<file path="src/rtl/byte_to_bcd_pkg.sv">
// bcd_pkg: shared widths, working-word type and add-3 helper for the byte-to-BCD pipeline.
package bcd_pkg;
  localparam int BIN_W            = 8;
  localparam int DIGITS           = 3;
  localparam int BCD_W            = 12;
  localparam int N_SHIFTS         = 8;
  localparam int SHIFTS_PER_STAGE = 2;
  localparam int STAGES           = 4;
  localparam int WORD_W           = BCD_W + BIN_W;
  typedef logic [WORD_W-1:0] word_t;
  function automatic logic [3:0] add3(input logic [3:0] n);
    return (n >= 4'd5) ? n + 4'd3 : n;
  endfunction
endpackage

</file>
<file path="src/rtl/byte_to_bcd_dabble_step.sv">
// dabble_step: one double-dabble iteration on {bcd, bin}: add 3 to every nibble >= 5, then shift left.
module dabble_step
  import bcd_pkg::*;
(
  input  word_t word_i,
  output word_t word_o
);
  word_t adj;
  always_comb begin
    adj = word_i;
    for (int d = 0; d < DIGITS; d++) adj[BIN_W+4*d +: 4] = add3(word_i[BIN_W+4*d +: 4]);
  end
  assign word_o = adj << 1;
endmodule

</file>
<file path="src/rtl/byte_to_bcd.sv">
// byte_to_bcd: 4-stage pipelined double-dabble converter, 8-bit binary to 3-digit packed BCD.
module byte_to_bcd
  import bcd_pkg::*;
(
  input  logic             clk,
  input  logic             rst,
  input  logic [BIN_W-1:0] byte_i,
  input  logic             in_valid_i,
  output logic [BCD_W-1:0] bcd_o,
  output logic             out_valid_o
);
  word_t src_w   [N_SHIFTS];
  word_t dst_w   [N_SHIFTS];
  word_t stage_d [STAGES];
  word_t stage_q [STAGES];
  logic [STAGES-1:0] valid_d, valid_q;
  genvar k, s;
  // Each stage boundary restarts the combinational chain from the previous register.
  for (k = 0; k < N_SHIFTS; k++) begin : g_step
    if (k == 0) begin : g_in
      assign src_w[k] = {{BCD_W{1'b0}}, byte_i};
    end else if (k % SHIFTS_PER_STAGE == 0) begin : g_reg
      assign src_w[k] = stage_q[k/SHIFTS_PER_STAGE-1];
    end else begin : g_chain
      assign src_w[k] = dst_w[k-1];
    end
    dabble_step u_step (.word_i(src_w[k]), .word_o(dst_w[k]));
  end
  for (s = 0; s < STAGES; s++) begin : g_stage
    assign stage_d[s] = dst_w[s*SHIFTS_PER_STAGE+SHIFTS_PER_STAGE-1];
  end
  assign valid_d = {valid_q[STAGES-2:0], in_valid_i};
  always_ff @(posedge clk or posedge rst)
    if (rst) begin
      stage_q <= '{default: '0};
      valid_q <= '0;
    end else begin
      stage_q <= stage_d;
      valid_q <= valid_d;
    end
  assign bcd_o       = stage_q[STAGES-1][WORD_W-1 -: BCD_W];
  assign out_valid_o = valid_q[STAGES-1];
endmodule

</file>
<file path="config.mk">
export PLATFORM = sky130hd
export DESIGN_NAME = byte_to_bcd
export DESIGN_NICKNAME = d
export VERILOG_FILES = /design/src/rtl/byte_to_bcd_pkg.sv /design/src/rtl/byte_to_bcd_dabble_step.sv /design/src/rtl/byte_to_bcd.sv
export SDC_FILE = /design/constraint.sdc
export NUM_CORES = 1
export LEC_CHECK = 0
export ABC_AREA = 1
export BUFFER_PORTS_ARGS = -buffer_cell sky130_fd_sc_hd__buf_2
export CAP_MARGIN = 15
export CORE_MARGIN = 2
export CORE_UTILIZATION = 45
export DETAILED_ROUTE_END_ITERATION = 12
export GPL_TIMING_DRIVEN = 0
export PLACE_DENSITY = 0.66
export REMOVE_ABC_BUFFERS = 1
export SLEW_MARGIN = 20
export SYNTH_ARGS = -nofsm -noshare
export SYNTH_HDL_FRONTEND = slang
export SYNTH_SLANG_ARGS = --single-unit
</file>
<file path="constraint.sdc">
create_clock -name clk -period 3.6 [get_ports clk]
set_input_delay 0.18 -clock clk [delete_from_list [all_inputs] [get_ports clk]]
set_output_delay 0.18 -clock clk [all_outputs]
set_load 0.02 [all_outputs]
</file>
======== Word level (Yosys, flattened, before mapping) ========
Index checks and enable logic that the tools add are counted.
W data, S select, Z words.
operators by class
  magnitude comparators ................... 18
  add/subtract/negate cells ............... 18
  muxes and demuxes ....................... 18
operator list
  operator               count
  $ge A4 B3 Y1 const B   15
  $mux W4                13
  $add A4 B2 Y4 const B  11
  $mux W3                5
  $add A3 B2 Y3 const B  4
  $add A1 B2 Y3 const B  3
  $ge A1 B3 Y1 const B   3
word-level totals
  output and inout port bits .............. 13
  word-level logic and storage cells ...... 59
  register bits ........................... 57

======== Logic depth before layout (Yosys ltp) ========
  word-level depth ........................ 4
  depth in mapped cells ................... 13
  depth with buffers taken out ............ 13

======== By module ========
Synthesis repeated with hierarchy kept, for this count alone.
unflattened totals
  cell total of the unflattened synthesis .. 662
  area, all modules ....................... 5352.6 um^2
modules (own cells, without submodules)
  module       cells each  sequential area each (um^2)  area each (um^2)  instances
  dabble_step  73          0.0                          430.4             8
  byte_to_bcd  78          1901.8                       1909.3            1

======== Worst setup path before layout ========
Ideal clock, no wire load.
  kind .................................... reg2reg
  start ................................... register stage_q, in the netlist src_w[32]
  end ..................................... register stage_q, in the netlist bcd_o[6]
  stages on the path, launching flop included .. 12
  buffers on the path ..................... 0
  slack ................................... 2.085 ns
  arrival ................................. 1.452 ns
  library setup time ...................... 0.063 ns
  path through ............................ dfrtp_1 inv_1 ha_1 inv_1 ha_1 inv_2 nand2_1 a21oi_1 inv_1 o21ai_1 nand2_1 inv_1
RTL lines
  what                      line               text
  start: declaration        byte_to_bcd.sv:15  word_t stage_q [STAGES];
  start signal: assignment  byte_to_bcd.sv:38  stage_q <= stage_d;

==> flow_summary_export.csv <==
group,metric,value,unit
setup_path,crit_slowest_cell,"dfrtp_1",
power_and_ir_drop,seqPwrFrac,41.6,%
cells_and_area,antenna_cells,0,
placed_design,gp_congestion,0.751,
sta,setup_viol,0,
worst_hold_path,hp-class,"input pin to asynchronous set/reset pin",
floorplan,design.die.area,0.00449,mm^2
synthesis,ys_seq_elements,40,
clock_tree,clock_latency,290,ps
sta,worst_slack,1900,ps
clock_tree,ctsResizeCount,0,
setup_path,cp-start-kind,"flip-flop",
power_and_ir_drop,comb_power_share,31.7,%
detailed_routing,vias,1180,
synthesis,syn_area_per_cell,9.70,um^2
power_and_ir_drop,leakagePower,0.00118,uW
power_and_ir_drop,switchingPower,449,uW
cells_and_area,final_util,58.0,%
setup_path,required,3840,ps
detailed_routing,dr.pass1.iters,4,
sta,fmax,590,MHz
detailed_routing,drc,0,
cells_and_area,area_growth,21.6,%
grt,grt_start_max_net_pins,37,
power_and_ir_drop,power_density,614,mW/mm^2
placed_design,place_ws,1920,ps
synthesis,synth-main-ff-cell,"dfrtp_1",
floorplan,die_y,67.0,um
power_and_ir_drop,switching_share,33.7,%
grt,grt_overflow,0,
sta,slew_viol_final,0,
setup_path,arrival,1930,ps
setup_path,max_stage_delay,400,ps
placed_design,numPortBuffers,21,
sta,period_needed,1700,ps
power_and_ir_drop,ir_drop,0.284,mV
clock_tree,clkSlewWorstSetupHoldPaths,80,ps
synthesis,synth.cell_area,0.00179,mm^2
synthesis,synthArstFlopShare,100,%
cells_and_area,finish.net_count,243,
grt,first_global_vias,1125,
sta,fin_crit_sh,47.1,%
setup_path,endpoint_kind,"flip-flop",
setup_path,critPathKind,"flip-flop to flip-flop",
floorplan,top_level_ports,24,
setup_path,crit_top_cell,"inv_1",
detailed_routing,initialDrtViolationCount,55,
floorplan,rows,22,
clock_tree,numCtsBuffers,5,
detailed_routing,ant_nets,0,
grt,antenna_found_initial,0,
synthesis,synthDistinctLibCells,24,
placed_design,dp_hpwl,1640,um
clock_tree,cts_max_path_buffers,2,
synthesis,synth-seq-area-share,56.1,%
sta,fin_skew,7.25,ps
setup_path,path_cells,"inv_1, ha_1, inv_1, ha_1, inv_2, nand2_1, a21oi_1, inv_1, o21ai_1, nand2_1, inv_1",
clock_tree,cts.sink_count,40,
sta,hold_violations,0,
detailed_routing,drt-total-wl,2410,um
clock_tree,cts_tree,"built",
detailed_routing,vias_per_cell,4.35,
grt,grt_pass1_wl,4510,um
synthesis,synth_warnings,0,
outcome,status,"completed",
flow_run,maxCapViolCount,0,
grt,grt_usage,14.0,%
synthesis,synth_edf_count,0,
setup_path,crit_path_max_fanout,4,
clock_tree,cts_root_buffer,"clkbuf_8",
sta,setup_tns,0,ps
cells_and_area,drive_above_1_share,25.6,%
sta,rsz0062_at_grt,"no",
clock_tree,htreeDepth,2,
floorplan,die_w,67.0,um
floorplan,core,0.00374,mm^2
synthesis,netlist_instances,184,
power_and_ir_drop,pwr-share-clk,26.7,%
floorplan,start_util,47.7,%
detailed_routing,wl_per_cell,8.88,um
placed_design,dp.cells,253,
power_and_ir_drop,intPower,884,uW
cells_and_area,fin_cells,271,
sta,hold_ws,313,ps
==> power groups by stage <==
stage               Clock [uW]  Sequential (uW)  Combinational (uW)
floorplan                    0              624                 267
global placement             0              563                 410
detailed placement           0              564                 420
CTS                        373              555                 429
global route               393              565                 486
finish                     356              555                 422
==> cell families after synthesis <==
kind of cell	Yosys count	synth area share, %
AO/OA/AOI/OAI	18	6.52
XOR/XNOR	3	1.89
adder cells (fa/ha/maj)	10	7.01
buffers and inverters	39	8.62
flip-flops	40	56.1
other	1	0.210
AND/OR/NAND/NOR	73	19.7
==> flip-flops by register name, indices dropped and copies added, names as in the netlist <==
name	flops
src_w	26
bcd_o	10
valid_q	4
==> placed cells by master (no fill, tap or decap), types with 2 or more instances in the layout <==
cell            n
nand3_1         9
o21ai_1         5
dlygate4sd3_1  10
nor2_1          2
nor2_2          2
clkbuf_8        5
nand2_1        45
buf_2          21
nand3_2         5
conb_1          2
ha_1           10
a21oi_1         4
o21ai_0         4
xor2_1          2
dfrtp_1        40
inv_1          30
inv_2           7
nand2_2         8
==> Yosys cell counts (4+ instances only) <==
master	count	area [um^2]
nand2_1	45	169
dfrtp_1	40	1000
inv_1	31	116
ha_1	10	125
nand3_1	9	45.0
nand2_2	8	50.1
inv_2	6	22.5
nand3_2	5	50.1
o21ai_1	5	25.0
a21oi_1	4	20.0
o21ai_0	4	20.0
==> critical path, delay by kind of cell, from the launching register on <==
| family | cells | cell delay [ps] |
|---|---|---|
| and+or+nand+nor | 2 | 130 |
| adders and majority gates | 2 | 340 |
| DFF | 1 | 400 |
| AOI/OAI and AO/OA | 2 | 370 |
| buffers and inverters | 5 | 400 |
==> repair_timing <==
item,4_1_cts,5_1_grt
hold endpoints to repair,49,0
buffers inserted,0,0
hold buffers,10,0
==> through the flow <==
step	instance area [um^2]	total power, uW
global route	2170	1440
global placement	1940	972
floorplan	1770	892
detailed placement	1960	984
finish	2170	1330
CTS	2170	1360
==> final cells by class <==
cell class | instances | area [um^2]
multi-input cells | 106 | 634
well taps | 48 | 60.1
fillers | 339 | 1570
clock inverters | 3 | 42.5
inverters | 37 | 139
flip-flops and latches | 40 | 1000
clock buffers | 5 | 68.8
repair buffers | 32 | 225
==> worst paths after layout <==
check                           slack, ps                    to            startpoint  cells after the start
worst max register to register       1900    bcd_o[6]$_DFF_PP0_   src_w[32]$_DFF_PP0_                     11
worst max-delay path                 1900    bcd_o[6]$_DFF_PP0_   src_w[32]$_DFF_PP0_                     11
worst min-delay path                  310  valid_q[0]$_DFF_PP0_                   rst                      3
worst min register to register        350   src_w[67]$_DFF_PP0_  src_w[105]$_DFF_PP0_                      0
min in group clk                      350   src_w[67]$_DFF_PP0_  src_w[105]$_DFF_PP0_                      0
max in group asynchronous            2880   src_w[27]$_DFF_PP0_                   rst                      4
==> metal layers <==
metal,GRT usage (%),part of all wire [%]
met1,14.5,44
met2,23.6,50
met3,6.08,4.6
met4,7.65,1.4
met5,0,0
Power figures use the tool's default switching activity.
